[src/rtl/ysyx_23060025_wbu_stage.sv]
// Write-back stage: holds one instruction, retires it to the GPR file,
// commits CSR side effects into a local M-mode CSR file, and halts on ebreak.
module ysyx_23060025_wbu_stage #(
  parameter int DATA_LEN = 32,
  parameter int ADDR_LEN = 32
) (
  input  logic                clock,
  input  logic                reset,
  input  logic                lsu_to_wbu_valid_i,
  output logic                wbu_allowin_o,
  input  logic                wd_i,
  input  logic [4:0]          wreg_i,
  input  logic [DATA_LEN-1:0] wdata_i,
  input  logic [DATA_LEN-1:0] csr_wdata_i,
  input  logic [2:0]          csr_type_i,
  input  logic [11:0]         csr_waddr_i,
  input  logic [DATA_LEN-1:0] csr_mcause_i,
  input  logic                ebreak_flag_i,
  input  logic [ADDR_LEN-1:0] pc_i,
  output logic                rf_we_o,
  output logic [4:0]          rf_waddr_o,
  output logic [DATA_LEN-1:0] rf_wdata_o,
  output logic                ws_fwd_valid_o,
  output logic [4:0]          ws_fwd_reg_o,
  output logic [DATA_LEN-1:0] ws_fwd_data_o,
  output logic                ws_csr_fwd_valid_o,
  output logic [11:0]         ws_csr_fwd_addr_o,
  output logic [DATA_LEN-1:0] ws_csr_fwd_data_o,
  input  logic [11:0]         csr_raddr_i,
  output logic [DATA_LEN-1:0] csr_rdata_o,
  output logic [DATA_LEN-1:0] mtvec_o,
  output logic [ADDR_LEN-1:0] mepc_o,
  output logic                retire_o,
  output logic [ADDR_LEN-1:0] retire_pc_o,
  output logic                halt_o
);

  localparam logic [2:0] CSR_CSRRW = 3'd1;
  localparam logic [2:0] CSR_CSRRS = 3'd2;
  localparam logic [2:0] CSR_ECALL = 3'd3;

  typedef enum logic {RUN, HALT} state_t;

  state_t                state_reg, state_next;
  logic                  valid_reg;
  logic                  wd_reg;
  logic [4:0]            wreg_reg;
  logic [DATA_LEN-1:0]   wdata_reg;
  logic [DATA_LEN-1:0]   csr_wdata_reg;
  logic [2:0]            csr_type_reg;
  logic [11:0]           csr_waddr_reg;
  logic [DATA_LEN-1:0]   csr_mcause_reg;
  logic                  ebreak_reg;
  logic [ADDR_LEN-1:0]   pc_reg;

  logic [DATA_LEN-1:0]   mstatus_reg, mtvec_reg, mcause_reg;
  logic [ADDR_LEN-1:0]   mepc_reg;
  logic [2*DATA_LEN-1:0] mcycle_reg, mcycle_next;
  logic [2*DATA_LEN-1:0] minstret_reg, minstret_next;

  logic retire;
  logic capture;
  logic csr_we;
  logic gpr_wr;

  // In RUN the stage always completes in one cycle, so it only blocks when halted.
  assign wbu_allowin_o = (state_reg == RUN);
  assign capture       = lsu_to_wbu_valid_i && wbu_allowin_o;
  assign retire        = valid_reg && (state_reg == RUN);
  assign gpr_wr        = wd_reg && (wreg_reg != 5'd0);
  assign csr_we        = retire && ((csr_type_reg == CSR_CSRRW) || (csr_type_reg == CSR_CSRRS));

  assign rf_we_o            = retire && gpr_wr;
  assign rf_waddr_o         = wreg_reg;
  assign rf_wdata_o         = wdata_reg;
  assign ws_fwd_valid_o     = valid_reg && gpr_wr;
  assign ws_fwd_reg_o       = wreg_reg;
  assign ws_fwd_data_o      = wdata_reg;
  assign ws_csr_fwd_valid_o = valid_reg && ((csr_type_reg == CSR_CSRRW) || (csr_type_reg == CSR_CSRRS));
  assign ws_csr_fwd_addr_o  = csr_waddr_reg;
  assign ws_csr_fwd_data_o  = csr_wdata_reg;
  assign retire_o           = retire;
  assign retire_pc_o        = pc_reg;
  assign mtvec_o            = mtvec_reg;
  assign mepc_o             = mepc_reg;

  // State register; HALT is only left through reset.
  always_ff @(posedge clock or posedge reset) begin
    if (reset) state_reg <= RUN;
    else       state_reg <= state_next;
  end

  // Next state and halt flag: ebreak retiring moves the core to HALT.
  always_comb begin
    state_next = state_reg;
    halt_o     = 1'b0;
    case (state_reg)
      RUN:     if (retire && ebreak_reg) state_next = HALT;
      HALT:    halt_o = 1'b1;
      default: state_next = RUN;
    endcase
  end

  // Valid bit and payload capture; a retiring ebreak kills any same-edge capture.
  always_ff @(posedge clock or posedge reset) begin
    if (reset) begin
      valid_reg      <= 1'b0;
      wd_reg         <= 1'b0;
      wreg_reg       <= '0;
      wdata_reg      <= '0;
      csr_wdata_reg  <= '0;
      csr_type_reg   <= '0;
      csr_waddr_reg  <= '0;
      csr_mcause_reg <= '0;
      ebreak_reg     <= 1'b0;
      pc_reg         <= '0;
    end else begin
      if (retire && ebreak_reg) valid_reg <= 1'b0;
      else if (capture)         valid_reg <= 1'b1;
      else if (retire)          valid_reg <= 1'b0;
      if (capture && !(retire && ebreak_reg)) begin
        wd_reg         <= wd_i;
        wreg_reg       <= wreg_i;
        wdata_reg      <= wdata_i;
        csr_wdata_reg  <= csr_wdata_i;
        csr_type_reg   <= csr_type_i;
        csr_waddr_reg  <= csr_waddr_i;
        csr_mcause_reg <= csr_mcause_i;
        ebreak_reg     <= ebreak_flag_i;
        pc_reg         <= pc_i;
      end
    end
  end

  // Counter next values: increment with full 64-bit carry, then let a CSR write to either half override it.
  always_comb begin
    mcycle_next   = mcycle_reg;
    minstret_next = minstret_reg;
    if (state_reg == RUN) mcycle_next   = mcycle_reg + 1'b1;
    if (retire)           minstret_next = minstret_reg + 1'b1;
    if (csr_we) begin
      case (csr_waddr_reg)
        12'hB00: mcycle_next[DATA_LEN-1:0]            = csr_wdata_reg;
        12'hB80: mcycle_next[2*DATA_LEN-1:DATA_LEN]   = csr_wdata_reg;
        12'hB02: minstret_next[DATA_LEN-1:0]          = csr_wdata_reg;
        12'hB82: minstret_next[2*DATA_LEN-1:DATA_LEN] = csr_wdata_reg;
        default: ;
      endcase
    end
  end

  // CSR file commit at the retire edge; read-only and unknown addresses are ignored.
  always_ff @(posedge clock or posedge reset) begin
    if (reset) begin
      mstatus_reg  <= 32'h0000_1800;
      mtvec_reg    <= '0;
      mepc_reg     <= '0;
      mcause_reg   <= '0;
      mcycle_reg   <= '0;
      minstret_reg <= '0;
    end else begin
      mcycle_reg   <= mcycle_next;
      minstret_reg <= minstret_next;
      if (csr_we) begin
        case (csr_waddr_reg)
          12'h300: mstatus_reg <= csr_wdata_reg;
          12'h305: mtvec_reg   <= csr_wdata_reg;
          12'h341: mepc_reg    <= csr_wdata_reg;
          12'h342: mcause_reg  <= csr_wdata_reg;
          default: ;
        endcase
      end else if (retire && (csr_type_reg == CSR_ECALL)) begin
        mepc_reg   <= pc_reg;
        mcause_reg <= csr_mcause_reg;
      end
    end
  end

  // Combinational CSR read port for decode.
  always_comb begin
    csr_rdata_o = '0;
    case (csr_raddr_i)
      12'h300: csr_rdata_o = mstatus_reg;
      12'h305: csr_rdata_o = mtvec_reg;
      12'h341: csr_rdata_o = mepc_reg;
      12'h342: csr_rdata_o = mcause_reg;
      12'hB00: csr_rdata_o = mcycle_reg[DATA_LEN-1:0];
      12'hB80: csr_rdata_o = mcycle_reg[2*DATA_LEN-1:DATA_LEN];
      12'hB02: csr_rdata_o = minstret_reg[DATA_LEN-1:0];
      12'hB82: csr_rdata_o = minstret_reg[2*DATA_LEN-1:DATA_LEN];
      12'hF11: csr_rdata_o = 32'h7973_7978;
      12'hF12: csr_rdata_o = 32'h015F_DE39;
      default: csr_rdata_o = '0;
    endcase
  end

endmodule

[config.mk]
export PLATFORM = sky130hd
export DESIGN_NAME = ysyx_23060025_wbu_stage
export DESIGN_NICKNAME = d
export VERILOG_FILES = /design/src/rtl/ysyx_23060025_wbu_stage.sv
export SDC_FILE = /design/constraint.sdc
export NUM_CORES = 1
export LEC_CHECK = 0
export BUFFER_PORTS_ARGS = -buffer_cell sky130_fd_sc_hd__buf_2
export CELL_PAD_IN_SITES_DETAIL_PLACEMENT = 0
export CELL_PAD_IN_SITES_GLOBAL_PLACEMENT = 1
export CORE_UTILIZATION = 39
export CTS_BUF_LIST = sky130_fd_sc_hd__clkbuf_4 sky130_fd_sc_hd__clkbuf_8 sky130_fd_sc_hd__clkbuf_16
export DETAILED_ROUTE_END_ITERATION = 10
export HOLD_SLACK_MARGIN = 0.02
export PLACE_DENSITY = 0.75
export SLEW_MARGIN = 30
export SYNTH_ARGS = -nofsm -noshare
export SYNTH_HDL_FRONTEND = slang
export SYNTH_SLANG_ARGS = --single-unit
[constraint.sdc]
create_clock -name clock -period 11.35 [get_ports clock]
set_input_delay 0.5675 -clock clock [delete_from_list [all_inputs] [get_ports clock]]
set_output_delay 0.5675 -clock clock [all_outputs]
set_load 0.01 [all_outputs]
==> results_dict.tcl, run 1 <==
set metrics [dict create \
    hpwl_mm 57.5 \
    fin_crit_sh 0.315 \
    ys.flop_type "dfrtp_1" \
    hold_path_class "primary input to async pin" \
    synth.distinct_cells 73 \
    maxCapViolations 0 \
    gp_congestion 0.978 \
    postCtsSetupRepairBufs 0 \
    yosysTopAreaCell "dfrtp_1" \
    insertion_delay_ns 0.58 \
    status "completed" \
    core_um2 51700 \
    dr.pass1.iters 6 \
    min_period_ns 3.58 \
    tns_ns 0 \
    avgSynthCellArea_um2 10.8 \
    grt_max_degree 176 \
    synth_seq_cells 408 \
    postRouteAntennaNets 0 \
    antenna_found_initial 7 \
    grt_pass1_wl_mm 114 \
    drt_iter0_markers 1665 \
    rows 83 \
    initial_core_util 0.398 \
    fin_total_pwr_uw 5190 \
    clockBufferDepth 3 \
    synth_top_area_share 0.494 \
    async_flop_share 1.00 \
    cp-startpoint "csr_raddr_i[7]" \
    power.density_nw_per_um2 212 \
    final_cell_area_um2 24400 \
    num_vias 16800 \
    crit_type "primary input to primary output" \
    cts-root-buf "clkbuf_16" \
    fin_skew_ns 0.0117 \
    required_ns 10.78 \
    drc 0 \
    wire_per_inst_um 26.4 \
    final_cell_mix "buf_2 (416), dfrtp_1 (406), mux2_2 (210)" \
    seqCellArea_um2 10200 \
    die_x_um 232 \
    rsz0062_at_grt "false" \
    report.final.slew_viol_count 0 \
    area_delta_synth_final_pct 18.7 \
    fmax_mhz 280 \
    seq_area_frac_synth 0.496 \
    syn_inst 1914 \
    cp_max_fo 31 \
    portBuffers 416 \
    cts_tree "built" \
    ir_drop_uv 167 \
    synth_warnings 0 \
    fill_cells 4897 \
    finalHoldViolCount 0 \
    h-tree-depth 2 \
    synthTopCellsByArea "dfrtp_1 (49%), mux2_2 (11%), xor2_1 (3.6%), a21oi_1 (3.2%), mux2i_1 (3.2%)" \
    worst_slew_pin_slew_ns 1.08 \
    crit_arrival_ns 3.01 \
    die_area_um2 53700 \
    end_kind "primary output" \
    final_common_cell "buf_2" \
    start_kind "primary input" \
    grt_pass1_vias 16700 \
    clkTransAtPathRegs_ns 0.06 \
    synth_edf_count 0 \
    ioPinCount 417 \
    multi_input_area_um2 9420 \
    r2r_slack_ns 8.13 \
    cts_inserted_buffers 46 \
    finalNetCount 2396 \
    drt_wl_total_mm 77.8 \
    slew_headroom 0.276 \
    grt_overflow_total 0 \
    grt_use_total 0.287 \
    syn_nets 2081 \
    die_h_um 232 \
    hold_buffers 0 \
    cts_resized 0 \
    avgViaCountPerCell 5.72 \
    placed_cell_area_um2 22800 \
    synth_area_um2 20600 \
    setup_viol 0 \
    clock_sinks 408 \
    drive_above_1_share 0.345 \
    power_leakage_uw 0.0115 \
    r2r_start "mcycle_reg[23]$_DFF_PP0_" \
]
[cell type report]
type                    count  share of cell area
well taps                 680              0.0348
flip-flops and latches    408               0.418
diodes                      2            0.000205
repair buffers            440              0.0950
multi-input cells        1322               0.385
inverters                  11             0.00184
clock inverters            13             0.00737
clock buffers              67              0.0576
[power breakdown]
group          internal, µW  switching [µW]  leakage [µW]  total [µW]
sequential             1830             684       0.00531        2520
combinational           533             568       0.00538        1100
clock                   948             625      0.000787        1570
[worst paths after layout]
path,cells after the start,to
min in group clock,2,rf_wdata_o[11]$_DFFE_PP0P_
setup / recovery,9,csr_rdata_o[0]
max in group asynchronous,4,mepc_o[15]$_DFFE_PP0P_
hold / removal,3,retire_pc_o[6]$_DFFE_PP0P_
hold reg to reg,2,mcause_reg[29]$_DFFE_PP0P_
setup reg to reg,6,mcycle_reg[59]$_DFF_PP0_
[worst max-delay path, stage by stage]
cell     delay (ns)
buf_2          0.22
nor4_2         0.55
nand2_1        0.20
nor4_4         0.23
buf_4          0.45
a22oi_1        0.20
nand3_1        0.18
a221o_1        0.20
buf_2          0.16
[kinds of logic (layout without fill, tap and decap cells)]
kind of cell / Yosys count / after routing / share of synthesized area
buffers and inverters: 184 / 531 / 0.0503
and+or+nand+nor: 572 / 572 / 0.146
xor gates and xnor gates: 127 / 127 / 0.0540
AOI/OAI and AO/OA: 337 / 337 / 0.101
DFF: 408 / 408 / 0.496
other: 0 / 2 / 0
muxes: 284 / 284 / 0.151
adders and majority gates: 2 / 2 / 0.00122
[synthesized netlist by cell type (all sizes together), types with 8 or more instances]
cell    count
and3       29
nor2      152
o211ai      8
inv        11
nand2     159
nor3       22
a21oi     132
a221oi     15
buf       113
a221o      16
dfrtp     406
nand3      65
and4       14
xor2       84
mux2i      65
o21ai      93
a222oi     12
xnor2      43
nor4       15
nand4      59
and2       16
mux2      219
clkbuf     60
a22oi      47
[routing by layer]
metal	up-vias	GRT usage	share of wire
li1	7466	-	-
met5	-	0	0.00073
met2	809	0.450	0.46
met1	8393	0.397	0.43
met4	10	0.0995	0.034
met3	147	0.0548	0.079
[metrics by stage]
| step | std cells | hold WS, ns | worst slack [ns] | util |
|---|---|---|---|---|
| 3_3_place_gp | 2859 | 0.468 | 7.46 | 0.440 |
| 3_5_place_dp | 2860 | 0.487 | 7.86 | 0.441 |
| 6_report | 2943 | 0.148 | 7.77 | 0.473 |
| 2_1_floorplan | 1914 | 0.450 | 5.29 | - |
| 5_1_grt | 2942 | 0.191 | 7.70 | 0.473 |
| 4_1_cts | 2940 | 0.188 | 7.86 | 0.472 |
Power figures use the tool's default switching activity.
==> inputs of run 2 (changes only) <==
- ABC_AREA: not set -> 1
- CORE_UTILIZATION: 39 -> 41
- PLACE_DENSITY: 0.75 -> 0.79
- clock period: 11.35 -> 3.59 ns (I/O delays scaled with it)
==> run 2 against run 1 <==
Critical endpoint is now csr_rdata_o[20]. Wire length up 43%. Cell count grew 39%. Non-clock buffer count grew 169. Sequential cell count stayed put. Largest power group unchanged. Design area is 13% higher. Register-to-register slack worse by 7.1 ns. Global-route usage up 12 points. Utilization up 5.4 points. Combinational power grew to 3.7 times the previous value.
==> results_dict.tcl, run 2 <==
set metrics [dict create \
    cp_max_fo 8 \
    holdWs_ns 0.247 \
    cts_inserted_buffers 47 \
    drive_above_1_share 0.205 \
    final_cell_mix "nand2_1 (737), buf_2 (416), dfrtp_1 (406)" \
    required_ns 3.41 \
    postRouteAntennaNets 0 \
    power.density_nw_per_um2 626 \
    wire_per_inst_um 27.2 \
    ir_drop_uv 507 \
    fin_total_pwr_uw 17400 \
    h-tree-depth 2 \
    fin_crit_sh 0.997 \
    drt_wl_total_mm 111 \
    synth_warnings 0 \
    setup_viol 0 \
    crit_arrival_ns 3.40 \
    insertion_delay_ns 0.61 \
    grt_pass1_vias 22300 \
    synth_seq_cells 408 \
    grt_max_degree 117 \
    fmax_mhz 280 \
    async_flop_share 1.00 \
    worst_slew_pin_slew_ns 0.998 \
    cts-root-buf "clkbuf_16" \
    cts_resized 0 \
    yosysTopAreaCell "dfrtp_1" \
    die_h_um 233 \
    num_vias 23300 \
    synth.distinct_cells 48 \
    finalHoldViolCount 0 \
    finalNetCount 3532 \
    die_x_um 233 \
    ioPinCount 417 \
    hpwl_mm 84.2 \
    antenna_found_initial 3 \
    cts_tree "built" \
    syn_inst 2841 \
    seq_area_frac_synth 0.466 \
    crit_type "primary input to primary output" \
    slew_headroom 0.334 \
    portBuffers 416 \
    clkTransAtPathRegs_ns 0.06 \
    final_common_cell "nand2_1" \
    rsz0062_at_grt "false" \
    ys.flop_type "dfrtp_1" \
    rows 84 \
    dr.pass1.iters 7 \
    end_kind "primary output" \
    synth_common_cells "nand2_1 (739), dfrtp_1 (406), nor2_1 (404), inv_1 (268), o21ai_0 (204)" \
    synthTopCellsByArea "dfrtp_1 (46%), nand2_1 (13%), nor2_1 (6.9%), o21ai_0 (4.7%), inv_1 (4.6%)" \
    drt_iter0_markers 2607 \
    yosysMostFrequentCell "nand2_1" \
    hold_path_class "primary input to async pin" \
    gp_congestion 1.06 \
    core_um2 52700 \
    grt_pass1_wl_mm 158 \
    start_kind "primary input" \
    synth_top_area_share 0.464 \
    power_leakage_uw 0.0132 \
    grt_use_total 0.409 \
    tns_ns 0 \
    avgViaCountPerCell 5.70 \
    die_area_um2 54400 \
    maxCapViolations 0 \
    grt_overflow_total 0 \
    status "completed" \
    fin_skew_ns 0.0219 \
    drc 0 \
    n_antenna_cell 0 \
    syn_nets 3008 \
    synth_area_um2 21900 \
    report.final.slew_viol_count 0 \
    fill_cells 4948 \
    initial_core_util 0.416 \
    min_period_ns 3.58 \
    synth_edf_count 0 \
    avgSynthCellArea_um2 7.71 \
    clock_sinks 408 \
    area_delta_synth_final_pct 26.6 \
    clockBufferDepth 3 \
]
run 2: changes by cell type after synthesis, sizes merged, moves of 79 or more:
cell | before | now
nand2 | 159 | 750
nor2 | 152 | 431
inv | 11 | 277
mux2 | 219 | 87
o21ai | 93 | 215
nand3 | 65 | 144
run 2: cell families (layout without fill, tap and decap cells):
logic type / Yosys count / count (layout) / synth area share
xor+xnor: 68 / 68 / 0.0272
mux: 87 / 87 / 0.0447
buf+inv: 413 / 975 / 0.0821
compound gates: 450 / 450 / 0.108
simple gates: 1413 / 1413 / 0.270
flops: 408 / 408 / 0.466
fa+ha+maj: 2 / 2 / 0.00114
run 2: critical path, stage by stage:
cell	delay, ns
buf_2	0.13
inv_1	0.22
nand2_1	0.12
nor2_1	0.25
nand3_1	0.57
nand2_1	0.71
inv_1	0.36
o21ai_0	0.29
a21oi_1	0.18
nand3_1	0.19
buf_2	0.18
run 2: timing repair:
item | CTS | global route
endpoints found under the hold margin | 171 | 0
hold buffers | 151 | 0
buffers inserted | 0 | 0
run 2: path summary, 6_finish.rpt:
kind / startpoint / depth (start not counted) / end / slack, ns
worst max-delay path: csr_raddr_i[2] / 11 / csr_rdata_o[20] / 0.01
worst min-delay path: reset / 3 / rf_wdata_o[31]$_DFFE_PP0P_ / 0.25
worst max register to register: state_reg$_DFF_PP0_ / 8 / mcycle_reg[8]$_DFF_PP0_ / 1.03
worst min register to register: mstatus_reg[18]$_DFFE_PP0P_ / 2 / mstatus_reg[18]$_DFFE_PP0P_ / 0.49
max in group asynchronous: reset / 4 / ws_csr_fwd_addr_o[3]$_DFFE_PP0P_ / 2.23
min in group clock: lsu_to_wbu_valid_i / 3 / csr_mcause_reg[29]$_DFFE_PP0P_ / 0.25
run 2: power by group:
part	total [µW]	switching [µW]	leakage, µW	internal [µW]
Sequential	7880	2060	0.00522	5820
Clock	5370	2200	0.000848	3170
Combinational	4100	2420	0.00711	1690
Total	17400	6670	0.0132	10700
run 2: final cells by class:
| class | count | area [µm²] | share of cell area |
|---|---|---|---|
| clock buffers | 64 | 1390 | 0.0501 |
| clock inverters | 23 | 328 | 0.0118 |
| inverters | 279 | 1060 | 0.0382 |
| multi-input cells | 2020 | 9920 | 0.358 |
| flip-flops and latches | 408 | 10200 | 0.368 |
| well taps | 688 | 861 | 0.0310 |
| repair buffers | 609 | 3970 | 0.143 |
run 2: stage by stage:
stage	setup WS [ns]	instances	instance area (µm²)	utilization
2_1_floorplan	-2.09	2841	21900	-
3_3_place_gp	0.169	3853	24500	0.465
3_5_place_dp	0.246	3853	24500	0.465
4_1_cts	0.236	4091	27700	0.527
5_1_grt	0.106	4091	27700	0.527
6_report	0.0123	4091	27700	0.527
run 2: metal layers:
metal	wire [µm]	GRT usage	share of wire
met1	46700	0.566	0.42
met2	48700	0.619	0.44
met3	10600	0.0825	0.095
met4	5340	0.177	0.048
met5	0	0	0
